[src/rtl/rs_pkg.sv]
// rs_pkg: shared GF(2^8) constants, state encoding and elaboration-time field helpers for the RS decoder.
package rs_pkg;
    localparam logic [8:0] GF_POLY = 9'h11D;
    localparam int         T       = 2;
    localparam int         N_DEF   = 255;

    typedef enum logic [1:0] {S_IDLE, S_LOAD, S_SCAN} cf_state_t;

    function automatic logic [7:0] xtime(input logic [7:0] a);
        return {a[6:0], 1'b0} ^ (a[7] ? GF_POLY[7:0] : 8'h00);
    endfunction

    function automatic logic [7:0] alpha_pow(input int k);
        logic [7:0] r;
        r = 8'h01;
        for (int i = 0; i < k % 255; i++) r = xtime(r);
        return r;
    endfunction

    // Inverse as alpha^(255 - log a); zero maps to zero
    function automatic logic [7:0] gf_inv(input logic [7:0] a);
        logic [7:0] p;
        int lg;
        p = 8'h01;
        for (lg = 0; lg < 255 && p != a; lg++) p = xtime(p);
        return a == 8'h00 ? 8'h00 : alpha_pow(255 - lg);
    endfunction
endpackage

[src/rtl/gf2m8_inv.sv]
// gf2m8_inv: combinational GF(2^8) inverse from a 256-entry table built at elaboration; 0x00 maps to 0x00.
module gf2m8_inv
    import rs_pkg::*;
(
    input  logic [7:0] a,
    output logic [7:0] y
);
    logic [7:0] tab [256];

    for (genvar i = 0; i < 256; i++) begin : g_tab
        assign tab[i] = gf_inv(8'(i));
    end

    assign y = tab[a];
endmodule

[src/rtl/gf2m8_multi.sv]
// gf2m8_multi: combinational GF(2^8) multiplier reducing by GF_POLY.
module gf2m8_multi
    import rs_pkg::*;
(
    input  logic [7:0] a,
    input  logic [7:0] b,
    output logic [7:0] p
);
    always_comb begin
        p = 8'h00;
        for (int i = 7; i >= 0; i--) p = xtime(p) ^ (b[i] ? a : 8'h00);
    end
endmodule

[src/rtl/s3_chien_forney.sv]
// s3_chien_forney: Chien search over all N positions with Forney error magnitudes (t = 2, GF(2^8)).
// Define S3_ERR_CNT_EN to add out_err_cnt, the number of locator roots found in the block.
module s3_chien_forney
    import rs_pkg::*;
#(
    parameter int N = N_DEF
) (
    input  logic       clk,
    input  logic       rstn,
    input  logic       kes_done,
    input  logic [7:0] rs_lambda0,
    input  logic [7:0] rs_lambda1,
    input  logic [7:0] rs_lambda2,
    input  logic [7:0] rs_omega0,
    input  logic [7:0] rs_omega1,
    output logic       busy,
    output logic       out_valid,
    output logic [7:0] out_err,
    output logic       out_last,
    output logic       out_fail
`ifdef S3_ERR_CNT_EN
   ,output logic [1:0] out_err_cnt
`endif
);
    // First test point is x = alpha^-(N-1) = alpha^k
    localparam int         K    = (256 - N) % 255;
    localparam logic [7:0] A_K  = alpha_pow(K);
    localparam logic [7:0] A_2K = alpha_pow(2 * K);

    cf_state_t  state, next_state;
    logic [7:0] l0, l1, l2, w0, om1, inv_l1, t1, t2, w1, cnt;
    logic [7:0] inv_in, p_t1, p_t2, p_w1, s_t1, s_t2, s_w1, err;
    logic [1:0] roots, roots_nxt, deg;
    logic       scan, last, take, hit;

    gf2m8_inv   u_inv (.a(rs_lambda1), .y(inv_in));
    gf2m8_multi u_pt1 (.a(l1),      .b(A_K),    .p(p_t1));
    gf2m8_multi u_pt2 (.a(l2),      .b(A_2K),   .p(p_t2));
    gf2m8_multi u_pw1 (.a(om1),     .b(A_K),    .p(p_w1));
    gf2m8_multi u_st1 (.a(t1),      .b(8'h02),  .p(s_t1));
    gf2m8_multi u_st2 (.a(t2),      .b(8'h04),  .p(s_t2));
    gf2m8_multi u_sw1 (.a(w1),      .b(8'h02),  .p(s_w1));
    gf2m8_multi u_err (.a(w0 ^ w1), .b(inv_l1), .p(err));

    // A new block may be taken in the last scan cycle, chaining straight into LOAD
    always_comb begin
        scan       = state == S_SCAN;
        last       = scan && cnt == 8'd0;
        take       = kes_done && (state == S_IDLE || last);
        hit        = (l0 ^ t1 ^ t2) == 8'h00;
        roots_nxt  = (scan && hit && roots != 2'd3) ? roots + 2'd1 : roots;
        deg        = l2 != 8'h00 ? 2'd2 : l1 != 8'h00 ? 2'd1 : 2'd0;
        next_state = take ? S_LOAD : state == S_LOAD ? S_SCAN : (scan && !last) ? S_SCAN : S_IDLE;
        busy       = state != S_IDLE;
        out_valid  = scan;
        out_last   = last;
        out_err    = (scan && hit) ? err : 8'h00;
        out_fail   = last && (roots_nxt != deg || (l1 == 8'h00 && l2 != 8'h00));
    end

`ifdef S3_ERR_CNT_EN
    assign out_err_cnt = scan ? roots_nxt : roots;
`endif

    always_ff @(posedge clk or negedge rstn) begin
        if (!rstn) begin
            state                           <= S_IDLE;
            {l0, l1, l2, w0, om1, inv_l1}   <= '0;
            {t1, t2, w1, cnt}               <= '0;
            roots                           <= '0;
        end else begin
            state <= next_state;
            if (take) begin
                l0     <= rs_lambda0;
                l1     <= rs_lambda1;
                l2     <= rs_lambda2;
                w0     <= rs_omega0;
                om1    <= rs_omega1;
                inv_l1 <= inv_in;
            end
            if (state == S_LOAD) begin
                t1    <= p_t1;
                t2    <= p_t2;
                w1    <= p_w1;
                cnt   <= 8'(N - 1);
                roots <= 2'd0;
            end else if (scan) begin
                t1    <= s_t1;
                t2    <= s_t2;
                w1    <= s_w1;
                cnt   <= cnt - 8'd1;
                roots <= roots_nxt;
            end
        end
    end
endmodule

[config.mk]
export PLATFORM = sky130hd
export DESIGN_NAME = s3_chien_forney
export DESIGN_NICKNAME = d
export VERILOG_FILES = /design/src/rtl/rs_pkg.sv /design/src/rtl/gf2m8_inv.sv /design/src/rtl/gf2m8_multi.sv /design/src/rtl/s3_chien_forney.sv
export SDC_FILE = /design/constraint.sdc
export NUM_CORES = 1
export LEC_CHECK = 0
export CAP_MARGIN = 20
export CORE_MARGIN = 2
export CORE_UTILIZATION = 45
export CTS_BUF_LIST = sky130_fd_sc_hd__clkbuf_8 sky130_fd_sc_hd__clkbuf_16
export DETAILED_ROUTE_END_ITERATION = 8
export PLACE_DENSITY_LB_ADDON = 0.1
export SETUP_SLACK_MARGIN = 0.05
export SYNTH_ARGS = -nofsm -noshare
export SYNTH_HDL_FRONTEND = slang
export SYNTH_HIERARCHICAL = 1
export SYNTH_SLANG_ARGS = --single-unit
[constraint.sdc]
create_clock -name clk -period 4.3 [get_ports clk]
set_input_delay 0.86 -clock clk [delete_from_list [all_inputs] [get_ports clk]]
set_output_delay 0.86 -clock clk [all_outputs]
set_load 0.05 [all_outputs]
# Word-level counts from Yosys, hierarchy flattened

Memories as Yosys holds them, arrays and structs flattened. A register that Yosys moved wholly into a read port is not among the register bits.
Index checks and enable logic that the tools add are counted.

Add/sub/neg operators: 2
Eq/ne operators: 4
Muxes and demuxes: 40
Bitwise gates (word level): 26
Reductions and logical operators: 19

Operators with widths:

| kind                  | number |
|---|---|
| $xor A8 B8 Y8         | 25 |
| $mux W8               | 17 |
| $mux W5               | 15 |
| $logic_not A8 Y1      | 3 |
| $reduce_bool A8 Y1    | 2 |
| $mux W2               | 7 |
| $not A8 Y9            | 1 |
| $sub A8 B1 Y8 const B | 1 |
| $logic_and A1 B1 Y1   | 7 |
| $reduce_bool A2 Y1    | 2 |
| $add A2 B1 Y2 const B | 1 |
| $eq A2 B1 Y1 const B  | 1 |
| $eq A2 B2 Y1 const B  | 1 |
| $logic_not A1 Y1      | 2 |
| $logic_not A2 Y1      | 1 |
| $logic_or A1 B1 Y1    | 2 |
| $ne A2 B2 Y1          | 1 |
| $ne A2 B2 Y1 const B  | 1 |
| $mux W1               | 1 |

Memories kept: 1
Bits of input ports: 43
Bits in registers: 76
Memory bits (read-only): 2,048
Logic and storage cells: 103
Output and inout port bits: 12

Memories:

| memory          | depth | bits a word | read ports | clocked after memory_dff | write ports | RTL line        | RTL |
|---|---|---|---|---|---|---|---|
| (no name shown) | 256   | 8           | 1          | 1                        | 0           | gf2m8_inv.sv:14 | `assign y = tab[a];` |

# Depth between registers and ports, before layout

Gate-level depths: netlist (run 1).

Depth in word-level cells: 24
Mapped depth: 12
Mapped depth without buffers: 9

# Modules after synthesis

The synthesis (run 1) kept the hierarchy.

By module, submodules not included:

| module          | area an instance (um2) | cells each | sequential area each (um2) | instances |
|---|---|---|---|---|
| gf2m8_multi     | 1,089.8                | 152        | 0.0                        | 7 |
| s3_chien_forney | 3,996.3                | 320        | 2,102.0                    | 1 |
| gf2m8_inv       | 3,285.7                | 534        | 0.0                        | 1 |

# Least setup slack after synthesis (run 1)

Ideal clock, no wire load.

Path type: flip-flop to output port
Start: register cnt[0]
End: output port out_fail
Path buffers: 0
Stages on the path, launching flop included: 8
Setup slack: 0.023 ns
Arrival: 3.417 ns
Cell sequence: dfrtp_1 -> inv_1 -> ha_1 -> or3b_4 -> or3_4 -> nor4b_4 -> o41ai_1 -> a211oi_1

Longest elaborated chain between the ends: 3

Ends and longest elaborated chain:

| element                  | RTL line              | RTL |
|---|---|---|
| start: declaration       | s3_chien_forney.sv:31 | `logic [7:0] l0, l1, l2, w0, om1, inv_l1, t1, t2, w1, cnt;` |
| start signal: assignment | s3_chien_forney.sv:85 | `cnt <= 8'(N - 1);` |
| start signal: assignment | s3_chien_forney.sv:91 | `cnt <= cnt - 8'd1;` |
| $logic_not A8 Y1         | s3_chien_forney.sv:48 | `last = scan && cnt == 8'd0;` |
| $logic_and A1 B1 Y1      | s3_chien_forney.sv:48 |  |
| net out_last             | s3_chien_forney.sv:19 | `output logic out_last,` |
| $logic_and A1 B1 Y1      | s3_chien_forney.sv:58 | `out_fail = last && (roots_nxt != deg \|\| (l1 == 8'h00 && l2 != 8'h00));` |
| end: declaration         | s3_chien_forney.sv:20 | `output logic out_fail` |

The timed path passes the listed nets, and every way through them passes these cells.

# Worst setup path in the final report (run 1)

Start: register cnt[0]
End: output port out_last

Longest elaborated chain between the ends: 2

Ends and longest elaborated chain:

| element             | RTL line |
|---|---|
| $logic_not A8 Y1    | s3_chien_forney.sv:48 |
| $logic_and A1 B1 Y1 | s3_chien_forney.sv:48 |
| end: declaration    | s3_chien_forney.sv:19 |

Every way passes these cells.

==> flow_summary.html, run 1 <==
<table>
<tr><th>Metric</th><th>Value</th></tr>
<tr><th colspan="2">Outcome</th></tr>
<tr><td>Result of the run</td><td>complete, no violations</td></tr>
<tr><th colspan="2">Synthesis</th></tr>
<tr><td>Yosys synthesis warning count</td><td>6</td></tr>
<tr><td>Post-synthesis cell count</td><td>1918</td></tr>
<tr><td>Cell types with the largest area share after synthesis</td><td>sky130_fd_sc_hd__xnor2_1, sky130_fd_sc_hd__dfrtp_1, sky130_fd_sc_hd__nand2_1</td></tr>
<tr><td>Combinational family with the most area after synthesis</td><td>XOR/XNOR gates</td></tr>
<tr><td>Post-Synthesis Cell Area</td><td>14900 µm²</td></tr>
<tr><td>Synth Area in Compound Gates</td><td>0.129</td></tr>
<tr><td>Synth top area share</td><td>0.189</td></tr>
<tr><td>Count leader, synth</td><td>sky130_fd_sc_hd__nand2_1</td></tr>
<tr><td>Leading post-synthesis cells by instance count</td><td>sky130_fd_sc_hd__nand2_1, sky130_fd_sc_hd__xnor2_1, sky130_fd_sc_hd__xor2_1</td></tr>
<tr><td>Number of distinct library cells after synthesis</td><td>83</td></tr>
<tr><td>Flip-flop and latch count after synthesis</td><td>84</td></tr>
<tr><td>Number of synthesized flops with an enable pin</td><td>0</td></tr>
<tr><td>Async set or reset register ratio after synthesis</td><td>1.00</td></tr>
<tr><td>Most used DFF post-synth</td><td>sky130_fd_sc_hd__dfrtp_1</td></tr>
<tr><td>Dominant cell type by area after synthesis</td><td>sky130_fd_sc_hd__xnor2_1</td></tr>
<tr><td>Parity-gate share of the synthesized area counting xor and xnor cells</td><td>0.337</td></tr>
<tr><td>Sequential fraction of the synthesis area</td><td>0.141</td></tr>
<tr><td>Avg Cell Area, Syn</td><td>7.77 µm²</td></tr>
<tr><td>Portion of netlist area occupied by mux cells</td><td>0.0764</td></tr>
<tr><td>Simple-Gate Fraction of Synth Area</td><td>0.226</td></tr>
<tr><td>Adder and majority gate portion of the synthesized area</td><td>0.0151</td></tr>
<tr><th colspan="2">Timing</th></tr>
<tr><td>Final hold violation count</td><td>0</td></tr>
<tr><td>Worst slew slack as a fraction of its limit</td><td>0.409</td></tr>
<tr><td>Crit share post-route</td><td>0.907</td></tr>
<tr><td>Fin Clk Skew</td><td>0.0174 ns</td></tr>
<tr><td>Post-Route Setup TNS</td><td>0 ns</td></tr>
<tr><td>Transition time of the tightest slew-check pin</td><td>0.887 ns</td></tr>
<tr><td>Unrepaired setup endpoints after global routing</td><td>false</td></tr>
<tr><td>Fmax</td><td>0.257 GHz</td></tr>
<tr><td>Number of pins exceeding their max-slew limit in the final report</td><td>0</td></tr>
<tr><td>Final period demand of the worst path</td><td>3.90 ns</td></tr>
<tr><td>Count of final setup violators</td><td>0</td></tr>
<tr><th colspan="2">CTS</th></tr>
<tr><td>Total CTS buffers</td><td>9</td></tr>
<tr><td>Post-CTS Hold Fix Bufs</td><td>0</td></tr>
<tr><td>Deepest clock path buffer count</td><td>2</td></tr>
<tr><td>Clock-pin slew on the worst setup and hold paths</td><td>0.07 ns</td></tr>
<tr><td>TritonCTS sink count</td><td>84</td></tr>
<tr><td>H-tree depth reported by CTS</td><td>3</td></tr>
<tr><td>Buffer type at the clock tree root</td><td>sky130_fd_sc_hd__clkbuf_16</td></tr>
<tr><td># Post-CTS Setup Buffers</td><td>0</td></tr>
<tr><td>Clock tree from TritonCTS</td><td>built</td></tr>
<tr><td>Clk_lat worst skew</td><td>0.37 ns</td></tr>
<tr><td>Number of gates resized after CTS</td><td>0</td></tr>
<tr><th colspan="2">Worst hold path</th></tr>
<tr><td>Hold depth</td><td>1</td></tr>
<tr><td>Hold Crit Class</td><td>reg2reg</td></tr>
<tr><th colspan="2">Global route</th></tr>
<tr><td>All-Layer GR Usage</td><td>0.264</td></tr>
<tr><td>Maximum number of pins on one net before global-route repair</td><td>73</td></tr>
<tr><td>Number of antenna violations at the first check in global routing</td><td>0</td></tr>
<tr><td>First-pass GRT wire length</td><td>71.6 mm</td></tr>
<tr><td>Via count of the first global-routing pass</td><td>12600</td></tr>
<tr><td>Sum of overflow across all layers after global routing</td><td>0</td></tr>
<tr><th colspan="2">Detailed routing</th></tr>
<tr><td>Iteration count of the initial detailed-routing pass</td><td>6</td></tr>
<tr><td>Post-route DRC</td><td>0</td></tr>
<tr><td>Initial drt markers</td><td>1466</td></tr>
<tr><td>Wirelength, routed</td><td>44.5 mm</td></tr>
<tr><td>Detailed-route vias per instance</td><td>5.66</td></tr>
<tr><td>Number of nets with antenna violations after detailed routing</td><td>0</td></tr>
<tr><td>Vias</td><td>13300</td></tr>
<tr><td>Average routed wire per standard cell</td><td>19.0 µm</td></tr>
<tr><th colspan="2">Placed design</th></tr>
<tr><td>RePlAce Congestion</td><td>1.02</td></tr>
<tr><td>Placed wire-length estimate</td><td>31.2 mm</td></tr>
<tr><td>Quantity of I/O buffers inserted on ports</td><td>54</td></tr>
<tr><th colspan="2">Final layout</th></tr>
<tr><td>Final nets</td><td>1959</td></tr>
<tr><td>Fraction of final layout cells with drive strength greater than 1</td><td>0.111</td></tr>
<tr><td>Area added between synthesis and finish</td><td>6.77%</td></tr>
<tr><td>Ant. Diodes</td><td>0</td></tr>
<tr><th colspan="2">Die</th></tr>
<tr><td>DIE WIDTH</td><td>186 µm</td></tr>
<tr><td>Initial Utilization</td><td>0.457</td></tr>
<tr><td>Num ports</td><td>55</td></tr>
<tr><td>Die H</td><td>186 µm</td></tr>
<tr><td>Core area</td><td>32600 µm²</td></tr>
<tr><td>Cell row count</td><td>66</td></tr>
<tr><td>Die outline area</td><td>34600 µm²</td></tr>
<tr><th colspan="2">Setup path</th></tr>
<tr><td>Critical Path Sink Type</td><td>primary output</td></tr>
<tr><td>Startpoint-to-endpoint class of the critical path</td><td>reg2out</td></tr>
<tr><td>Worst endpoint data arrival time</td><td>3.04 ns</td></tr>
<tr><td>Critical path required time</td><td>3.44 ns</td></tr>
<tr><td>Worst reg2reg path depth</td><td>7</td></tr>
<tr><td>Worst Setup Start Kind</td><td>register</td></tr>
<tr><td>Highest fanout seen on the critical path</td><td>4</td></tr>
<tr><th colspan="2">Run</th></tr>
<tr><td>Max-Cap Viols</td><td>0</td></tr>
</table>
-- cell usage in the layout (no fill, tap or decap), types with 7 or more instances in the layout --
| master | n |
|---|---|
| sky130_fd_sc_hd__a211oi_1 | 12 |
| sky130_fd_sc_hd__xnor2_4 | 14 |
| sky130_fd_sc_hd__nor2_1 | 78 |
| sky130_fd_sc_hd__xnor2_2 | 7 |
| sky130_fd_sc_hd__nor2b_1 | 35 |
| sky130_fd_sc_hd__a32oi_1 | 8 |
| sky130_fd_sc_hd__dfrtp_1 | 84 |
| sky130_fd_sc_hd__nand2_1 | 458 |
| sky130_fd_sc_hd__nand3b_1 | 10 |
| sky130_fd_sc_hd__xnor2_1 | 321 |
| sky130_fd_sc_hd__and2_1 | 13 |
| sky130_fd_sc_hd__nand2b_1 | 38 |
| sky130_fd_sc_hd__mux2i_1 | 34 |
| sky130_fd_sc_hd__xnor3_1 | 15 |
| sky130_fd_sc_hd__a311oi_1 | 9 |
| sky130_fd_sc_hd__a211o_1 | 7 |
| sky130_fd_sc_hd__a21oi_1 | 73 |
| sky130_fd_sc_hd__clkdlybuf4s50_1 | 40 |
| sky130_fd_sc_hd__ha_1 | 17 |
| sky130_fd_sc_hd__clkbuf_16 | 9 |
| sky130_fd_sc_hd__o221ai_1 | 7 |
| sky130_fd_sc_hd__xor2_1 | 100 |
| sky130_fd_sc_hd__buf_4 | 54 |
| sky130_fd_sc_hd__o21ai_0 | 50 |
| sky130_fd_sc_hd__xnor3_2 | 21 |
| sky130_fd_sc_hd__a32oi_2 | 7 |
| sky130_fd_sc_hd__nand2_2 | 8 |
| sky130_fd_sc_hd__nor3_1 | 26 |
| sky130_fd_sc_hd__conb_1 | 60 |
| sky130_fd_sc_hd__nand3_1 | 30 |
| sky130_fd_sc_hd__a31oi_1 | 20 |
| sky130_fd_sc_hd__mux2_2 | 49 |
| sky130_fd_sc_hd__o211ai_1 | 19 |
| sky130_fd_sc_hd__nand2_4 | 7 |
| sky130_fd_sc_hd__buf_12 | 9 |
| sky130_fd_sc_hd__mux2_1 | 14 |
| sky130_fd_sc_hd__nand4bb_1 | 7 |
| sky130_fd_sc_hd__inv_1 | 16 |
-- sequential cells by signal, summed over array words and instances (netlist names) --
register and count:
t2 8, cnt 8, l0 8, w1 8, roots 2, om1 8, inv_l1 8, l2 8
l1 8, w0 8, state 2, t1 8
-- worst paths after layout --
check | from | end | slack, ns
max | cnt[0] | out_last | 0.40
min | w0[2] | w0[2] | 0.53
max reg2reg | cnt[0] | w0[5] | 1.26
min reg2reg | w0[2] | w0[2] | 0.53
max in group asynchronous | rstn | l1[5] | 2.77
min in group asynchronous | rstn | l2[5] | 0.59
-- metal layers --
layer  global-route usage  vias to the layer above  part of all wire
met5                    0                        -                 0
met4               0.0920                        0             0.037
met3               0.0391                      132             0.062
met2                0.409                      556              0.45
met1                0.373                     6324              0.45
li1                     -                     6255                 -
-- stage by stage --
stage               instance area, µm²  utilization  hold WS (ns)  worst slack, ns  cells
floorplan                        15100            -         0.475            0.478   1976
global placement                 15600        0.479         0.512            0.340   2329
detailed placement               15600        0.479         0.518            0.394   2329
CTS                              15900        0.488         0.533            0.347   2345
global route                     15900        0.488         0.550            0.155   2345
finish                           15900        0.488         0.529            0.402   2345
-- layout make-up --
class	instances	area, µm²
clock buffer	11	253
clock inverter	5	35.0
fill	3200	16700
inverter	19	71.3
multi-input combinational	1679	11900
sequential	84	2100
tap	442	553
timing repair buffer	105	996
-- worst max-delay path: stages, from the launching register on --
cell	delay [ns]
sky130_fd_sc_hd__dfrtp_1	0.38
sky130_fd_sc_hd__inv_1	0.11
sky130_fd_sc_hd__ha_1	0.19
sky130_fd_sc_hd__or3b_4	0.39
sky130_fd_sc_hd__or3_4	0.37
sky130_fd_sc_hd__nor4b_4	0.35
sky130_fd_sc_hd__clkdlybuf4s50_1	0.87
-- cell families after synthesis --
| group | after synthesis |
|---|---|
| compound gates | 279 |
| flops | 84 |
| xor+xnor | 478 |
| fa+ha+maj | 18 |
| other cells | 2 |
| buf+inv | 213 |
| simple gates | 743 |
| mux | 101 |
Power of run 1 is left out: the tool's default activity adds up to more than one toggle a clock period on the data nets, which glitch-free logic cannot reach.
==> run 2, diff against run 1 <==
Settings changed: CORE_UTILIZATION 45 to 35.
==> flow_summary.html, run 2 (synthesized netlist as in run 1, its figures left out) <==
<table>
<tr><th>Metric</th><th>Value</th></tr>
<tr><th colspan="2">Outcome</th></tr>
<tr><td>Result of the run</td><td>complete, no violations</td></tr>
<tr><th colspan="2">Die</th></tr>
<tr><td>Cell row count</td><td>75 (+14%)</td></tr>
<tr><td>Core area</td><td>42000 µm² (+29%)</td></tr>
<tr><td>Die H</td><td>210 µm (+13%)</td></tr>
<tr><td>Num ports</td><td>55 (unchanged)</td></tr>
<tr><td>Initial Utilization</td><td>0.355 (-0.102)</td></tr>
<tr><td>Die outline area</td><td>44300 µm² (+28%)</td></tr>
<tr><td>DIE WIDTH</td><td>210 µm (+13%)</td></tr>
<tr><th colspan="2">Final layout</th></tr>
<tr><td>Number of fill cells in the layout</td><td>4381 (+37%)</td></tr>
<tr><td>Most common cell after layout, fill and taps aside</td><td>sky130_fd_sc_hd__nand2_1</td></tr>
<tr><td>Fraction of final layout cells with drive strength greater than 1</td><td>0.111 (about the same)</td></tr>
<tr><td>Final nets</td><td>1961 (+0.10%)</td></tr>
<tr><td>Area added between synthesis and finish</td><td>7.64%</td></tr>
<tr><td>Commonest cells after routing, fill and taps aside</td><td>sky130_fd_sc_hd__nand2_1, sky130_fd_sc_hd__xnor2_1, sky130_fd_sc_hd__xor2_1, sky130_fd_sc_hd__dfrtp_1, sky130_fd_sc_hd__nor2_1</td></tr>
<tr><th colspan="2">Global route</th></tr>
<tr><td>Sum of overflow across all layers after global routing</td><td>0 (unchanged)</td></tr>
<tr><td>Via count of the first global-routing pass</td><td>12600 (+0.032%)</td></tr>
<tr><td>All-Layer GR Usage</td><td>0.214 (-0.0502)</td></tr>
<tr><td>Maximum number of pins on one net before global-route repair</td><td>66 (-9.6%)</td></tr>
<tr><td>First-pass GRT wire length</td><td>74.9 mm (+4.7%)</td></tr>
<tr><td>Number of antenna violations at the first check in global routing</td><td>1 (+1)</td></tr>
<tr><th colspan="2">Setup path</th></tr>
<tr><td>Capture point of the worst reg-to-reg path</td><td>om1[5]</td></tr>
<tr><td>Launch point of the worst reg-to-reg path</td><td>cnt[0]</td></tr>
<tr><td>Highest fanout seen on the critical path</td><td>4 (unchanged)</td></tr>
<tr><td>Worst endpoint data arrival time</td><td>3.12 ns (+0.08 ns)</td></tr>
<tr><td>Critical Path Sink Type</td><td>primary output</td></tr>
<tr><td>Slowest cell on the critical path</td><td>sky130_fd_sc_hd__clkdlybuf4s50_1</td></tr>
<tr><td>Kind of cell with the highest combined delay on the critical path</td><td>simple AND/OR/NAND/NOR gates</td></tr>
<tr><td>Critical path required time</td><td>3.44 ns (about the same)</td></tr>
<tr><td>Cells along the critical path</td><td>inv_1 -&gt; ha_1 -&gt; or3b_4 -&gt; or3_4 -&gt; nor4b_4 -&gt; clkdlybuf4s50_1</td></tr>
<tr><td>Startpoint-to-endpoint class of the critical path</td><td>reg2out</td></tr>
<tr><td>Register-to-register setup slack</td><td>1.05 ns (-0.21 ns)</td></tr>
<tr><td>Worst reg2reg path depth</td><td>8 (+1)</td></tr>
<tr><td>Worst Setup Start Kind</td><td>register</td></tr>
<tr><td>Number of buffers and inverters on the critical path</td><td>2 (unchanged)</td></tr>
<tr><td>Delay of the slowest cell on the worst path</td><td>0.93 ns (+0.06 ns)</td></tr>
<tr><th colspan="2">Timing</th></tr>
<tr><td>Final period demand of the worst path</td><td>3.98 ns (+0.0815 ns)</td></tr>
<tr><td>Transition time of the tightest slew-check pin</td><td>0.822 ns (-0.0652 ns)</td></tr>
<tr><td>Worst slew slack as a fraction of its limit</td><td>0.452 (+0.0435)</td></tr>
<tr><td>Unrepaired setup endpoints after global routing</td><td>false</td></tr>
<tr><td>Final hold violation count</td><td>0 (unchanged)</td></tr>
<tr><td>Number of pins exceeding their max-slew limit in the final report</td><td>0 (unchanged)</td></tr>
<tr><td>Post-Route Setup TNS</td><td>0 ns (unchanged)</td></tr>
<tr><td>Fmax</td><td>0.251 GHz (-2.0%)</td></tr>
<tr><td>Post-Route Hold Slack</td><td>0.511 ns (-0.0184 ns)</td></tr>
<tr><td>Count of final setup violators</td><td>0 (unchanged)</td></tr>
<tr><td>Crit share post-route</td><td>0.926 (+0.0189)</td></tr>
<tr><td>Fin Clk Skew</td><td>0.0180 ns (+0.000650 ns)</td></tr>
<tr><th colspan="2">Detailed routing</th></tr>
<tr><td>Average routed wire per standard cell</td><td>19.3 µm (+1.4%)</td></tr>
<tr><td>Detailed-route vias per instance</td><td>5.35 (-5.4%)</td></tr>
<tr><td>Initial drt markers</td><td>1276 (-13%)</td></tr>
<tr><td>Number of nets with antenna violations after detailed routing</td><td>0 (unchanged)</td></tr>
<tr><td>Wirelength, routed</td><td>47.1 mm (+5.7%)</td></tr>
<tr><td>Vias</td><td>13100 (-1.4%)</td></tr>
<tr><td>Iteration count of the initial detailed-routing pass</td><td>6 (unchanged)</td></tr>
<tr><td>Post-route DRC</td><td>0 (unchanged)</td></tr>
<tr><th colspan="2">Placed design</th></tr>
<tr><td>Quantity of I/O buffers inserted on ports</td><td>54 (unchanged)</td></tr>
<tr><td>Placed wire-length estimate</td><td>33.7 mm (+8.0%)</td></tr>
<tr><td>RePlAce Congestion</td><td>1.03 (+1.4%)</td></tr>
<tr><th colspan="2">CTS</th></tr>
<tr><td>TritonCTS sink count</td><td>84 (unchanged)</td></tr>
<tr><td>Number of gates resized after CTS</td><td>0 (unchanged)</td></tr>
<tr><td>Buffer type at the clock tree root</td><td>sky130_fd_sc_hd__clkbuf_16</td></tr>
<tr><td>H-tree depth reported by CTS</td><td>3 (unchanged)</td></tr>
<tr><td>Clock tree from TritonCTS</td><td>built</td></tr>
<tr><td>Clk_lat worst skew</td><td>0.37 ns (about the same)</td></tr>
<tr><td>Deepest clock path buffer count</td><td>2 (unchanged)</td></tr>
<tr><td># Post-CTS Setup Buffers</td><td>0 (unchanged)</td></tr>
<tr><td>Clock-pin slew on the worst setup and hold paths</td><td>0.08 ns (about the same)</td></tr>
<tr><td>Total CTS buffers</td><td>9 (unchanged)</td></tr>
<tr><td>Post-CTS Hold Fix Bufs</td><td>0 (unchanged)</td></tr>
<tr><th colspan="2">Run</th></tr>
<tr><td>Max-Cap Viols</td><td>0 (unchanged)</td></tr>
<tr><th colspan="2">Worst hold path</th></tr>
<tr><td>Hold Crit Class</td><td>in2async</td></tr>
</table>
-- run 2: changes by cell type in the layout (fill, tap and decap cells not counted) --
cell,delta
sky130_fd_sc_hd__clkinv_4,-1
sky130_fd_sc_hd__clkinv_2,-1
sky130_fd_sc_hd__buf_4,+2
sky130_fd_sc_hd__inv_1,+1
sky130_fd_sc_hd__diode_2,+1
-- run 2: how the worst max path moves through the flow --
stage	from	endpoint	slack [ns]	cells after the start
3_5_place_dp	rs_lambda1[1]	inv_l1[7]	0.25	10
2_1_floorplan	cnt[0]	out_fail	0.48	7
6_report	cnt[0]	out_last	0.32	6
4_1_cts	cnt[0]	out_last	0.26	6
3_3_place_gp	rs_lambda1[1]	inv_l1[7]	0.15	10
5_1_grt	cnt[0]	out_last	0.16	6
-- run 2: final cells by class --
class                      instances  area, µm²  share of cell area
antenna                            1       2.50            0.000156
tap                              539        674              0.0420
multi-input combinational       1679      11900               0.742
inverter                          19       71.3             0.00444
sequential                        84       2100               0.131
clock inverter                     4       25.0             0.00156
timing repair buffer             107       1010              0.0630
clock buffer                      11        253              0.0157
-- run 2: through the flow --
stage | area (µm²) | cells | util | worst slack [ns]
final | 16000 | 2444 | 0.382 | 0.320
after global routing | 16000 | 2444 | 0.382 | 0.165
after CTS | 16000 | 2443 | 0.382 | 0.260
after detailed placement | 15800 | 2428 | 0.375 | 0.250
after global placement | 15800 | 2428 | 0.375 | 0.149
after floorplan | 15100 | 1976 | - | 0.478
-- run 2: routing by layer --
layer,GRT usage,wire [µm]
met3,0.0252,2550
met2,0.338,21000
met4,0.0932,2040
met5,0,0
met1,0.294,21500
Power of run 2 is left out for the same reason.
==> run 3, diff against run 2 <==
Settings changed: CTS_CLUSTER_DIAMETER from default to 50, GPL_TIMING_DRIVEN from default to 0.
==> flow_summary.html, run 3 (synthesized netlist as in run 1, its figures left out) <==
<table>
<tr><th>Metric</th><th>Value</th></tr>
<tr><th colspan="2">Global route</th></tr>
<tr><td>Sum of overflow across all layers after global routing</td><td>0 (unchanged)</td></tr>
<tr><td>Number of antenna violations at the first check in global routing</td><td>1 (unchanged)</td></tr>
<tr><td>First-pass GRT wire length</td><td>89.6 mm (+20%)</td></tr>
<tr><td>All-Layer GR Usage</td><td>0.270 (+0.0563)</td></tr>
<tr><td>Via count of the first global-routing pass</td><td>13400 (+6.6%)</td></tr>
<tr><td>Maximum number of pins on one net before global-route repair</td><td>67 (+1.5%)</td></tr>
<tr><th colspan="2">Timing</th></tr>
<tr><td>Final period demand of the worst path</td><td>4.08 ns (+0.0959 ns)</td></tr>
<tr><td>Unrepaired setup endpoints after global routing</td><td>false</td></tr>
<tr><td>Post-Route Setup TNS</td><td>0 ns (unchanged)</td></tr>
<tr><td>Crit share post-route</td><td>0.948 (+0.0223)</td></tr>
<tr><td>Fmax</td><td>0.245 GHz (-2.4%)</td></tr>
<tr><td>Final hold violation count</td><td>0 (unchanged)</td></tr>
<tr><td>Fin Clk Skew</td><td>0.0139 ns (-0.00410 ns)</td></tr>
<tr><td>Transition time of the tightest slew-check pin</td><td>0.917 ns (+0.0948 ns)</td></tr>
<tr><td>Number of pins exceeding their max-slew limit in the final report</td><td>0 (unchanged)</td></tr>
<tr><td>Worst slew slack as a fraction of its limit</td><td>0.389 (-0.0632)</td></tr>
<tr><td>Count of final setup violators</td><td>0 (unchanged)</td></tr>
<tr><td>Post-Route Hold Slack</td><td>0.400 ns (-0.110 ns)</td></tr>
<tr><th colspan="2">Die</th></tr>
<tr><td>Cell row count</td><td>75 (unchanged)</td></tr>
<tr><td>Core area</td><td>42000 µm² (unchanged)</td></tr>
<tr><td>Initial Utilization</td><td>0.355 (unchanged)</td></tr>
<tr><td>Die outline area</td><td>44300 µm² (unchanged)</td></tr>
<tr><td>Num ports</td><td>55 (unchanged)</td></tr>
<tr><td>DIE WIDTH</td><td>210 µm (unchanged)</td></tr>
<tr><td>Die H</td><td>210 µm (unchanged)</td></tr>
<tr><th colspan="2">Placed design</th></tr>
<tr><td>Quantity of I/O buffers inserted on ports</td><td>54 (unchanged)</td></tr>
<tr><td>Post-Place Cells</td><td>2571 (+5.9%)</td></tr>
<tr><td>Placed wire-length estimate</td><td>44.6 mm (+32%)</td></tr>
<tr><td>Cell Area, Placed</td><td>16400 µm² (+3.9%)</td></tr>
<tr><td>RePlAce Congestion</td><td>1.01 (-1.9%)</td></tr>
<tr><th colspan="2">Detailed routing</th></tr>
<tr><td>Initial drt markers</td><td>996 (-22%)</td></tr>
<tr><td>Post-route DRC</td><td>0 (unchanged)</td></tr>
<tr><td>Average routed wire per standard cell</td><td>22.8 µm (+19%)</td></tr>
<tr><td>Vias</td><td>13900 (+6.5%)</td></tr>
<tr><td>Iteration count of the initial detailed-routing pass</td><td>5 (-1)</td></tr>
<tr><td>Wirelength, routed</td><td>59.2 mm (+26%)</td></tr>
<tr><td>Detailed-route vias per instance</td><td>5.38 (+0.43%)</td></tr>
<tr><td>Number of nets with antenna violations after detailed routing</td><td>0 (unchanged)</td></tr>
<tr><th colspan="2">Setup path</th></tr>
<tr><td>Startpoint-to-endpoint class of the critical path</td><td>in2reg</td></tr>
<tr><td>Critical path required time</td><td>4.56 ns (+1.12 ns)</td></tr>
<tr><td>Cells along the critical path</td><td>clkdlybuf4s15_2 -&gt; clkbuf_4 -&gt; clkinvlp_4 -&gt; ha_1 -&gt; clkbuf_1 -&gt; nor2_1 -&gt; nand2_1 -&gt; a31oi_1 -&gt; o21ai_0 -&gt; a221oi_1 -&gt; a2bb2oi_1 -&gt; mux2_2</td></tr>
<tr><td>Kind of cell with the highest combined delay on the critical path</td><td>buffers and inverters</td></tr>
<tr><td>Highest fanout seen on the critical path</td><td>13 (+9)</td></tr>
<tr><td>Worst Setup Start Kind</td><td>input port</td></tr>
<tr><td>Worst reg2reg path depth</td><td>8 (unchanged)</td></tr>
<tr><td>Critical Path Sink Type</td><td>register</td></tr>
<tr><td>Slowest cell on the critical path</td><td>sky130_fd_sc_hd__clkdlybuf4s15_2</td></tr>
<tr><td>Logic depth of the worst setup path including buffers</td><td>12 (+6)</td></tr>
<tr><td>Delay of the slowest cell on the worst path</td><td>0.48 ns (-0.45 ns)</td></tr>
<tr><td>Number of buffers and inverters on the critical path</td><td>4 (+2)</td></tr>
<tr><td>Worst endpoint data arrival time</td><td>4.33 ns (+1.21 ns)</td></tr>
<tr><th colspan="2">Final layout</th></tr>
<tr><td>Final nets</td><td>2108 (+7.5%)</td></tr>
<tr><td>Fraction of final layout cells with drive strength greater than 1</td><td>0.146 (+0.0349)</td></tr>
<tr><td>Area added between synthesis and finish</td><td>12.1%</td></tr>
<tr><td>Commonest cells after routing, fill and taps aside</td><td>sky130_fd_sc_hd__nand2_1, sky130_fd_sc_hd__xnor2_1, sky130_fd_sc_hd__xor2_1, sky130_fd_sc_hd__buf_2, sky130_fd_sc_hd__dfrtp_1</td></tr>
<tr><td>Most common cell after layout, fill and taps aside</td><td>sky130_fd_sc_hd__nand2_1</td></tr>
<tr><td>Ant. Diodes</td><td>0 (-1)</td></tr>
<tr><td>Cell Count, Final, Fillers Out</td><td>2591 (+6.0%)</td></tr>
<tr><td>Final standard cell area without fillers</td><td>16700 µm² (+4.1%)</td></tr>
<tr><th colspan="2">CTS</th></tr>
<tr><td>Buffer type at the clock tree root</td><td>sky130_fd_sc_hd__clkbuf_16</td></tr>
<tr><td>Clock-pin slew on the worst setup and hold paths</td><td>0.07 ns (about the same)</td></tr>
<tr><td>Deepest clock path buffer count</td><td>2 (unchanged)</td></tr>
<tr><td>H-tree depth reported by CTS</td><td>3 (unchanged)</td></tr>
<tr><td>TritonCTS sink count</td><td>84 (unchanged)</td></tr>
<tr><td>Clk_lat worst skew</td><td>0.37 ns (about the same)</td></tr>
<tr><td>Total CTS buffers</td><td>9 (unchanged)</td></tr>
<tr><td>Post-CTS Hold Fix Bufs</td><td>0 (unchanged)</td></tr>
<tr><td>Clock tree from TritonCTS</td><td>built</td></tr>
<tr><th colspan="2">Outcome</th></tr>
<tr><td>Result of the run</td><td>complete, no violations</td></tr>
<tr><th colspan="2">Worst hold path</th></tr>
<tr><td>Hold Crit Class</td><td>in2async</td></tr>
<tr><th colspan="2">Run</th></tr>
<tr><td>Max-Cap Viols</td><td>0 (unchanged)</td></tr>
</table>
## run 3: repair_timing
item                       in CTS  in global routing
pin swaps                       0                  0
resized for setup              20                 16
setup endpoints to repair      15                 12
buffers inserted                4                  0
cloned                          0                  0
## run 3: path summary, 6_finish.rpt
check	slack (ns)	startpoint	end
worst max-delay path	0.22	rs_lambda1[0]	inv_l1[6]
worst min-delay path	0.40	rstn	l1[1]
worst max register to register	1.57	cnt[0]	l2[7]
worst min register to register	0.51	inv_l1[4]	inv_l1[4]
max in group asynchronous	3.23	rstn	w1[7]
min in group clk	0.51	inv_l1[4]	inv_l1[4]
## run 3: layout make-up
type	instances	area [µm²]
Fill cell	4434	25300
Multi-Input combinational cell	1679	11900
Tap cell	539	674
Sequential cell	84	2100
Timing Repair Buffer	60	594
Buffer	194	1060
Clock inverter	6	46.3
Inverter	19	81.3
Clock buffer	10	239
## run 3: layer usage
layer / vias to the layer above / global-route usage / wire length, µm
li1: 6553 / - / -
met1: 6714 / 0.357 / 25600
met2: 515 / 0.438 / 27300
met3: 146 / 0.0372 / 3320
met4: 0 / 0.123 / 2920
met5: - / 0 / 0
## run 3: metrics by stage
stage          utilization  worst slack (ns)
2_1_floorplan            -             0.478
3_3_place_gp         0.389             -1.36
3_5_place_dp         0.390             -1.10
4_1_cts              0.398            0.0633
5_1_grt              0.398            0.0529
6_report             0.398             0.224
Power of run 3 is left out for the same reason.
